--- src/rtl/intpol2_d4_seq_mult_nch_if.sv ---
// Handshake/data bundle for the NCH-channel sequential multiplier.
// The controller side (master) drives start/clear/k/x. The multiplier (slave) returns busy/done/y/ovf.
interface intpol2_d4_seq_mult_nch_if #(
    parameter int DATA_WIDTH = 32,
    parameter int N_bits     = 2,
    parameter int NCH        = 4,
    parameter int K_WIDTH    = 8
);
    localparam int W = DATA_WIDTH + N_bits;

    logic                 clear;
    logic                 start;
    logic [K_WIDTH-1:0]   k;
    logic [NCH*W-1:0]     x;
    logic                 busy;
    logic                 done;
    logic [NCH*W-1:0]     y;
    logic [NCH-1:0]       ovf;

    modport master (output clear, start, k, x, input  busy, done, y, ovf);
    modport slave  (input  clear, start, k, x, output busy, done, y, ovf);
endinterface

--- src/rtl/intpol2_d4_seq_mult_nch.sv ---
// NCH-channel y = x*k by repeated addition, one add per clock. done pulses k+1 cycles after accept, and start is ignored while busy.
// Define INTPOL2_D4_SATURATE_EN to clamp on overflow; the default build wraps modulo 2^W.
module intpol2_d4_seq_mult_nch #(
    parameter int DATA_WIDTH = 32,
    parameter int N_bits     = 2,
    parameter int NCH        = 4,
    parameter int K_WIDTH    = 8
) (
    input  logic                        clk,
    input  logic                        rstn,
    intpol2_d4_seq_mult_nch_if.slave    bus
);
    localparam int W = DATA_WIDTH + N_bits;

    typedef enum logic [1:0] {S_IDLE, S_ACCUM, S_DONE} state_t;

    state_t                 r_state;
    logic                   r_busy;
    logic                   r_done;
    logic [K_WIDTH-1:0]     r_k;
    logic [K_WIDTH-1:0]     r_count;
    logic signed [W-1:0]    r_x   [NCH];
    logic signed [W-1:0]    r_acc [NCH];
    logic [NCH*W-1:0]       r_y;
    logic [NCH-1:0]         r_ovf;

    logic signed [W-1:0]    w_sum  [NCH];
    logic signed [W-1:0]    w_next [NCH];
    logic [NCH-1:0]         w_ov;
    logic [NCH*W-1:0]       w_fin;
    logic                   w_last;

`ifdef INTPOL2_D4_SATURATE_EN
    localparam logic [W-1:0] W_MAX = {1'b0, {(W-1){1'b1}}};
    localparam logic [W-1:0] W_MIN = {1'b1, {(W-1){1'b0}}};
`endif

    for (genvar c = 0; c < NCH; c++) begin : g_ch
        assign w_sum[c] = r_acc[c] + r_x[c];
        // Overflow: operands share a sign that the sum does not.
        assign w_ov[c]  = (r_acc[c][W-1] == r_x[c][W-1]) && (w_sum[c][W-1] != r_x[c][W-1]);
`ifdef INTPOL2_D4_SATURATE_EN
        assign w_next[c] = w_ov[c] ? (r_x[c][W-1] ? W_MIN : W_MAX) : w_sum[c];
`else
        assign w_next[c] = w_sum[c];
`endif
        assign w_fin[c*W +: W] = w_next[c];
    end

    assign w_last = (r_count == (r_k - K_WIDTH'(1)));

    always_ff @(posedge clk or negedge rstn) begin
        if (!rstn) begin
            r_state <= S_IDLE;
            r_busy  <= 1'b0;
            r_done  <= 1'b0;
            r_k     <= '0;
            r_count <= '0;
            r_y     <= '0;
            r_ovf   <= '0;
            for (int c = 0; c < NCH; c++) begin
                r_x[c]   <= '0;
                r_acc[c] <= '0;
            end
        end else if (bus.clear) begin
            r_state <= S_IDLE;
            r_busy  <= 1'b0;
            r_done  <= 1'b0;
            r_k     <= '0;
            r_count <= '0;
            r_y     <= '0;
            r_ovf   <= '0;
            for (int c = 0; c < NCH; c++) begin
                r_x[c]   <= '0;
                r_acc[c] <= '0;
            end
        end else begin
            case (r_state)
                S_IDLE: begin
                    r_done <= 1'b0;
                    if (bus.start) begin
                        r_k     <= bus.k;
                        r_count <= '0;
                        r_ovf   <= '0;
                        r_busy  <= 1'b1;
                        for (int c = 0; c < NCH; c++) begin
                            r_x[c]   <= bus.x[c*W +: W];
                            r_acc[c] <= '0;
                        end
                        if (bus.k == '0) begin
                            r_state <= S_DONE;
                            r_done  <= 1'b1;
                            r_y     <= '0;
                        end else begin
                            r_state <= S_ACCUM;
                        end
                    end
                end
                S_ACCUM: begin
                    for (int c = 0; c < NCH; c++) begin
                        r_acc[c] <= w_next[c];
                    end
                    r_ovf   <= r_ovf | w_ov;
                    r_count <= r_count + K_WIDTH'(1);
                    // y is loaded with the final sum so it appears together with done.
                    if (w_last) begin
                        r_state <= S_DONE;
                        r_done  <= 1'b1;
                        r_y     <= w_fin;
                    end
                end
                S_DONE: begin
                    r_state <= S_IDLE;
                    r_busy  <= 1'b0;
                    r_done  <= 1'b0;
                end
                default: begin
                    r_state <= S_IDLE;
                    r_busy  <= 1'b0;
                    r_done  <= 1'b0;
                end
            endcase
        end
    end

    assign bus.busy = r_busy;
    assign bus.done = r_done;
    assign bus.y    = r_y;
    assign bus.ovf  = r_ovf;
endmodule
--- src/flat_wrapper.sv ---
// flat-port wrapper written by rule: the top's interface ports become plain ports
module intpol2_d4_seq_mult_nch_flat 
#(
    parameter int DATA_WIDTH = 32,
    parameter int N_bits     = 2,
    parameter int NCH        = 4,
    parameter int K_WIDTH    = 8
)
  (clk, rstn, bus_clear, bus_start, bus_k, bus_x, bus_busy, bus_done, bus_y, bus_ovf);
  intpol2_d4_seq_mult_nch_if #(.DATA_WIDTH(DATA_WIDTH), .N_bits(N_bits), .NCH(NCH), .K_WIDTH(K_WIDTH)) bus_i ();
  input  logic clk;
  input  logic rstn;
  input wire logic [$bits(bus_i.clear)-1:0] bus_clear;
  input wire logic [$bits(bus_i.start)-1:0] bus_start;
  input wire logic [$bits(bus_i.k)-1:0] bus_k;
  input wire logic [$bits(bus_i.x)-1:0] bus_x;
  output wire logic [$bits(bus_i.busy)-1:0] bus_busy;
  output wire logic [$bits(bus_i.done)-1:0] bus_done;
  output wire logic [$bits(bus_i.y)-1:0] bus_y;
  output wire logic [$bits(bus_i.ovf)-1:0] bus_ovf;
  assign bus_i.clear = bus_clear;
  assign bus_i.start = bus_start;
  assign bus_i.k = bus_k;
  assign bus_i.x = bus_x;
  assign bus_busy = bus_i.busy;
  assign bus_done = bus_i.done;
  assign bus_y = bus_i.y;
  assign bus_ovf = bus_i.ovf;
  intpol2_d4_seq_mult_nch #(.DATA_WIDTH(DATA_WIDTH), .N_bits(N_bits), .NCH(NCH), .K_WIDTH(K_WIDTH)) u_core (.clk(clk), .rstn(rstn), .bus(bus_i));
endmodule
--- config.mk ---
export PLATFORM = sky130hd
export DESIGN_NAME = intpol2_d4_seq_mult_nch_flat
export DESIGN_NICKNAME = d
export VERILOG_FILES = /design/src/rtl/intpol2_d4_seq_mult_nch_if.sv /design/src/rtl/intpol2_d4_seq_mult_nch.sv /design/src/flat_wrapper.sv
export SDC_FILE = /design/constraint.sdc
export NUM_CORES = 1
export LEC_CHECK = 0
export CAP_MARGIN = 20
export CORE_MARGIN = 3
export CORE_UTILIZATION = 50
export DETAILED_ROUTE_END_ITERATION = 10
export GPL_ROUTABILITY_DRIVEN = 0
export PLACE_DENSITY = 0.73
export SYNTH_ARGS = -nofsm -noshare
export SYNTH_HDL_FRONTEND = slang
export SYNTH_SLANG_ARGS = --single-unit
--- constraint.sdc ---
create_clock -name clk -period 4.7 [get_ports clk]
set_clock_uncertainty 0.15 [all_clocks]
set_input_delay 0.47 -clock clk [delete_from_list [all_inputs] [get_ports clk]]
set_output_delay 0.47 -clock clk [all_outputs]
set_load 0.02 [all_outputs]
==> flow_metrics.env <==
export IMPL_start_kind="flop"
export IMPL_drt_initial_drc_count=1219
export IMPL_syn_nets=2657
export IMPL_critPathRequiredTime_ns=5.01
export IMPL_numCtsBuffers=48
export IMPL_io_pins=290
export IMPL_ant_nets=0
export IMPL_dpl_hpwl_um=42100
export IMPL_cts_resized=0
export IMPL_wirelength_um=62000
export IMPL_ys_seq_area_share_pct=47.2
export IMPL_grt_max_degree=140
export IMPL_power_density_nw_per_um2=347
export IMPL_antenna_found_initial=8
export IMPL_r2r_end="u_core.bus.y[49]$_DFFE_PN0P_"
export IMPL_cap_violations=0
export IMPL_track_usage_pct=25.6
export IMPL_critPathKind="reg -> reg"
export IMPL_timing_slew_headroom_pct=28.4
export IMPL_rows=77
export IMPL_dpl_cell_area_um2=26300
export IMPL_final_cell_area_um2=28000
export IMPL_hold_violations=0
export IMPL_finalSetupTns_ns=0
export IMPL_wl_met1_um=27500
export IMPL_vdd_drop_max_v=0.000336
export IMPL_synth_async_sr_flop_share_pct=100
export IMPL_vias=18800
export IMPL_post_route_period_util_pct=76.1
export IMPL_die_x_um=220
export IMPL_layout_common_cells="nand2_1, dfrtp_1, clkdlybuf4s50_1"
export IMPL_p_int_uw=7010
export IMPL_hold_path_startpoint="bus_clear"
export IMPL_syn2layout_area_growth_pct=22.2
export IMPL_synth_area_um2=22900
export IMPL_root_buffer="clkbuf_16"
export IMPL_core_um2=44700
export IMPL_wl_per_cell_um=19.1
export IMPL_synth_flop_cell="dfrtp_1"
export IMPL_power_uw=9730
export IMPL_pwr_share_comb_pct=17.0
export IMPL_rsz0062_at_grt="false"
export IMPL_holdCritPathClass="in -> reg"
export IMPL_clkSinkCount=432
export IMPL_avgSynthCellArea_um2=9.66
export IMPL_met2_length_um=29000
export IMPL_cp_max_fo=101
export IMPL_portBuffers=289
export IMPL_clockBufferDepth=3
export IMPL_slew_viol_final=0
export IMPL_synth_top_area_cell="dfrtp_1"
export IMPL_synthCells=2371
export IMPL_setup_viol=0
export IMPL_grt_pass1_wl_um=99300
export IMPL_critical_path_startpoint="u_core.r_k[0]$_DFFE_PN0P_"
export IMPL_grt_pass1_vias=18900
export IMPL_synth_compound_area_share_pct=21.9
export IMPL_synth_edf_count=0
export IMPL_yosysUniqueCellTypes=91
export IMPL_seqPwrFrac_pct=42.6
export IMPL_final_common_cell="nand2_1"
export IMPL_synth_simple_area_share_pct=14.3
export IMPL_clkSlewWorstSetupHoldPaths_ns=0.06
export IMPL_dr_max_layer_used="met5"
export IMPL_worstHoldPathCells=2
export IMPL_rr_worst_depth=10
export IMPL_met3_length_um=3830
export IMPL_max_freq_mhz=280
export IMPL_synth_fa_ha_area_share_pct=7.67
export IMPL_layout_nets=2903
export IMPL_die_area_um2=48400
export IMPL_clkPwrFrac_pct=40.3
export IMPL_arrival_ns=3.89
export IMPL_p_switching_uw=2710
export IMPL_drive_gt1_share_pct=5.28
export IMPL_switching_share_pct=27.9
export IMPL_synth_xor_area_share_pct=4.76
export IMPL_start_util_pct=51.3
export IMPL_yosys_mux_area_fraction_pct=1.41
export IMPL_hold_path_endpoint="u_core.r_x[2]$_DFFE_PN0P_"
export IMPL_die_h_um=220
export IMPL_synth_area_leaders="dfrtp_1, nand2_1, ha_1, a22o_1, a21o_1"
export IMPL_grt_overflow_total=0
export IMPL_cp_end_kind="flop"
export IMPL_insertion_delay_ns=0.58
export IMPL_h_tree_depth=2
export IMPL_avgViaCountPerCell=5.78
export IMPL_yosys_warnings=0
export IMPL_yosysTopAreaCellShare_pct=47.2
export IMPL_worstMarginPinSlew_ns=1.07
export IMPL_cts_tree="done"
export IMPL_finalCriticalPeriod_ns=3.58
export IMPL_drcViolationCount=0
export IMPL_synth_top_family_by_area="compound AO/OA/AOI/OAI gates"
export IMPL_r2r_setup_slack_ns=1.12
export IMPL_ys_ff_latch=432
export IMPL_firstDrtPassIters=5
export IMPL_p_leak_uw=0.0138
export IMPL_rr_startpoint="u_core.r_k[0]$_DFFE_PN0P_"
export IMPL_status="finished, final reports clean"
[Yosys cell counts, types with 5 or more instances]
library cell,n
nand2_1,484
dfrtp_1,432
a21oi_1,162
ha_1,134
a22o_1,125
a21o_1,110
o21ai_0,106
nor2_1,96
clkbuf_1,87
xnor2_1,74
o21ai_1,60
xor2_1,48
inv_1,43
nand3_1,32
o31ai_1,32
and3_1,22
nor3_1,22
mux2_1,21
nand2b_1,21
o21a_1,21
a31oi_1,15
nor2b_1,15
a211oi_1,12
and2_1,12
nand4_1,11
o21bai_1,11
buf_1,9
buf_4,9
nand3b_1,8
buf_2,7
nor3b_1,7
or2_2,7
or3_1,7
mux2i_1,6
a21boi_0,5
o211ai_1,5
o22ai_1,5
[registers in the layout, summed over array words and instances (netlist names)]
| register | cells |
|---|---|
| u_core.bus.ovf | 4 |
| u_core.r_x | 136 |
| u_core.bus.y | 136 |
| u_core.bus.done | 1 |
| u_core.r_count | 8 |
| u_core.bus.busy | 1 |
| u_core.r_k | 8 |
| u_core.r_state | 2 |
| u_core.r_acc | 136 |
[worst max-delay path, stage by stage, from the launching register on]
cell       delay, ns
dfrtp_1         0.43
nor2_1          0.31
xnor2_1         0.12
a32o_1          0.26
a22oi_1         0.20
nor2_1          0.07
o2111ai_2       0.32
nand2_1         0.20
o21ai_4         0.11
buf_4           0.86
mux2_1          0.39
[logic make-up after synthesis]
logic type               Yosys count
AO/OA/AOI/OAI                    734
XOR/XNOR                         123
adder cells (fa/ha/maj)          138
buffers and inverters            156
flip-flops                       432
multiplexers                      29
AND/OR/NAND/NOR                  759
[through the flow]
| stage | instances | utilization, % | worst slack (ns) | hold slack (ns) |
|---|---|---|---|---|
| floorplan | 2371 | - | 1.66 | 0.0244 |
| global placement | 3157 | 58.9 | 1.27 | 0.312 |
| detailed placement | 3158 | 58.9 | 1.15 | 0.320 |
| CTS | 3245 | 62.6 | 1.13 | 0.235 |
| global route | 3247 | 62.6 | 0.875 | 0.274 |
| finish | 3249 | 62.6 | 1.12 | 0.265 |
[worst max-delay path by stage]
stage | endpoint | depth (start not counted)
after floorplan | u_core.r_acc[132]$_DFFE_PN0P_ | 13
after global placement | u_core.bus.y[16]$_DFFE_PN0P_ | 10
after detailed placement | u_core.bus.y[49]$_DFFE_PN0P_ | 10
after CTS | u_core.bus.y[43]$_DFFE_PN0P_ | 10
after global routing | u_core.bus.y[49]$_DFFE_PN0P_ | 10
final | u_core.bus.y[49]$_DFFE_PN0P_ | 10
[timing repair]
action / in CTS / in global routing
endpoints found under the hold margin: 88 / 0
hold buffers: 1 / 0
buffers inserted: 0 / 0
[metal layers]
metal	global-route usage (%)	up-vias
li1	-	8916
met1	34.5	9245
met2	41.8	500
met3	5.09	108
met4	8.24	8
met5	0	-
[cell type report]
type                            count  area [um^2]
Clock buffer                       70         1440
Antenna cell                        4         10.0
Fill cell                        3664        16700
Clock inverter                     16          218
Sequential cell                   432        10800
Multi-Input combinational cell   1783        11500
Tap cell                          592          741
Inverter                           43          161
Timing Repair Buffer              309         3100
[power by group through the flow]
stage	registers, uW	clock network [uW]	logic (uW)
floorplan	4220	0	973
global placement	4200	0	1610
detailed placement	4210	0	1660
CTS	4140	4010	1670
global route	4170	4160	1830
finish	4150	3920	1660
Note: power is estimated with default switching activity, not from simulation.
==> variant, RTL diff (config.mk and constraints unchanged) <==
`NCH` is set to 4 in 3 places; all go to 2.
--- a/src/rtl/intpol2_d4_seq_mult_nch_if.sv
+++ b/src/rtl/intpol2_d4_seq_mult_nch_if.sv
@@ -5,3 +5,3 @@
     parameter int N_bits     = 2,
-    parameter int NCH        = 4,
+    parameter int NCH        = 2,
     parameter int K_WIDTH    = 8
--- a/src/rtl/intpol2_d4_seq_mult_nch.sv
+++ b/src/rtl/intpol2_d4_seq_mult_nch.sv
@@ -5,3 +5,3 @@
     parameter int N_bits     = 2,
-    parameter int NCH        = 4,
+    parameter int NCH        = 2,
     parameter int K_WIDTH    = 8
--- a/src/flat_wrapper.sv
+++ b/src/flat_wrapper.sv
@@ -5,3 +5,3 @@
     parameter int N_bits     = 2,
-    parameter int NCH        = 4,
+    parameter int NCH        = 2,
     parameter int K_WIDTH    = 8
Ports: changed (resized bus_ovf, bus_x and bus_y); port bits go from 290 to 152. The function was not compared with the original's and may differ.
==> variant against the original RTL <==
  * Sequential share of layout area is 1.3 points lower
  * Setup slack better by 87 ps
  * Non-clock buffer count is 146 lower
  * Synthesized cell count is 41% lower
  * Area after synthesis is 45% lower
  * Worst hold slack better by 67 ps
  * Global-route usage is 2.4 points lower
  * Cell area is 46% lower
  * Sequential cell count is 206 lower
  * Total power is 37% lower
  * First-iteration DRC count is 44% lower
  * Routed wire length is 50% lower
  * Die area is 44% lower
==> variant: results (changes against the original RTL) <==
| Metric | Value |
|---|---|
| Outcome | `completed` |
| Post-Route WL | `30900 um (-50%)` |
| Largest net degree at the start of global routing | `99 (-29%)` |
| Hold Path End | `u_core.r_acc[19]` |
| Clock root cell | `clkbuf_16` |
| Lkg Pwr | `7.34 nW (-47%)` |
| Routed vias/inst | `5.59 (-3.2%)` |
| R2r worst-path depth | `9 (-1)` |
| Syn_nets | `1551 (-42%)` |
| Largest delay share family, worst path | `simple AND/OR/NAND/NOR gates` |
| R2r setup slk | `1210 ps (+90 ps)` |
| Net Sw Power | `1.98 mW (-27%)` |
| Register clock-pin slew on the reported worst setup and hold paths | `60 ps (about the same)` |
| Antenna violations before repair | `0 (-8)` |
| Clock latency at the later pin of the worst-skew pair | `520 ps (-60 ps)` |
| Sequential fraction of the synthesis area | `45.2% (-1.9 points)` |
| Final #Nets | `1667 (-43%)` |
| VDD IR max | `254 uV (-24%)` |
| Syn_area_per_cell | `8.92 um2 (-7.7%)` |
| Crit path max fanout | `79 (-22%)` |
| Worst r2r src | `u_core.r_k[0]` |
| Post-DP HPWL | `21300 um (-49%)` |
| Port-buffer cells | `151 (-48%)` |
| Fraction of registers with async set/reset | `100% (unchanged)` |
| Worst Hold Launch | `u_core.r_acc[19]` |
| Inserted Diodes | `0 (-4)` |
| H-tree levels | `1 (-1)` |
| Post-synth top cells | `350 x nand2_1, 226 x dfrtp_1, 142 x a21oi_1, 68 x ha_1, 67 x o21ai_1` |
| Worst Tran Pin Value | `1030 ps (-44.5 ps)` |
| Yosys cell types | `70 (-23%)` |
| Post-cts sizing count | `0 (unchanged)` |
| Capturing point of the worst reg2reg path | `u_core.bus.y[62]` |
| Vias in the first global route | `10368 (-45%)` |
| Crit path DAT | `3740 ps (-150 ps)` |
| Fin cells | `1859 (-43%)` |
| Ratio of cells with drive above 1 in the final layout | `5.73% (+0.46 points)` |
| CTS max path bufs | `3 (unchanged)` |
| GRT Total Usage | `23.2% (-2.4 points)` |
| Crit-path slowest cell | `or4_4` |
| Hold WC Path Type | `flop to flop` |
| Inst Count DP | `1813 (-43%)` |
| Top_reg_cell synth | `dfrtp_1` |
| Synth top area cells | `dfrtp_1 45%, nand2_1 11%, ha_1 6.8%, a21oi_1 5.7%, a21o_1 3.5%` |
| CP peak stage delay | `570 ps (-290 ps)` |
| First-pass GRT wire length | `51300 um (-48%)` |
| DRT iter0 DRCs | `685 (-44%)` |
| Clock buffer count from CTS | `25 (-48%)` |
| Layout fillers | `2089 (-43%)` |
## variant: cell count changes after synthesis, sizes merged, moves of 28 or more
cell    change
a21o       -52
a22o      -114
clkbuf     -28
dfrtp     -206
ha         -66
nand2     -133
nor2       -37
o21ai      -75
xnor2      -37
## variant: how the worst max path moves through the flow
stage | end | slack, ps | cells past startpoint
finish | u_core.bus.y[62] | 1210 | 9
global route | u_core.bus.y[38] | 990 | 9
CTS | u_core.bus.y[62] | 1220 | 9
detailed placement | u_core.bus.y[43] | 1240 | 9
global placement | u_core.bus.y[43] | 1240 | 9
floorplan | u_core.bus.y[63] | 1740 | 11
## variant: power groups by stage
stage	clock network, mW	registers, mW	logic [mW]
detailed placement	0	2.38	1.66
global placement	0	2.38	1.63
finish	2.15	2.35	1.66
CTS	2.19	2.35	1.67
global route	2.26	2.38	1.84
floorplan	0	2.43	1.04
## variant: worst min-delay path, stage by stage, from the launching register on
cell     delay, ps
dfrtp_1        350
nand2_1         50
nand2_1         50
## variant: kinds of logic (layout without fill, tap and decap cells)
kind of cell / count (synthesis) / after routing / share of synthesized area [%]
AO/OA/AOI/OAI: 383 / 383 / 18.6
adder cells (fa/ha/maj): 70 / 70 / 7.13
buffers and inverters: 93 / 227 / 3.13
multiplexers: 22 / 22 / 2.45
AND/OR/NAND/NOR: 542 / 542 / 18.8
XOR/XNOR: 65 / 65 / 4.66
flip-flops: 226 / 226 / 45.2
## variant: area by class of cell
| type | count | area [um2] | share of cell area, % |
|---|---|---|---|
| flip-flops and latches | 226 | 5660 | 37.3 |
| inverters | 19 | 71.3 | 0.471 |
| clock inverters | 14 | 230 | 1.52 |
| repair buffers | 163 | 1630 | 10.8 |
| clock buffers | 31 | 678 | 4.48 |
| well taps | 324 | 405 | 2.68 |
| multi-input cells | 1082 | 6480 | 42.8 |
## variant: stage by stage
stage	utilization, %	worst slack (ps)	total power, mW	area, um2	hold WS [ps]
after global placement	58.2	1240	4.01	14200	315
after floorplan	-	1740	3.48	12500	24.4
final	61.9	1210	6.16	15100	331
after global routing	61.9	988	6.49	15100	339
after CTS	61.9	1220	6.21	15100	328
after detailed placement	58.2	1240	4.04	14200	320
## variant: routing by layer
layer | share of wire [%] | GRT usage (%) | up-vias
li1 | - | - | 5109
met1 | 46 | 31.7 | 5014
met2 | 46 | 38.5 | 222
met3 | 4.2 | 3.15 | 55
met4 | 3.1 | 7.00 | 0
met5 | 0 | 0 | -
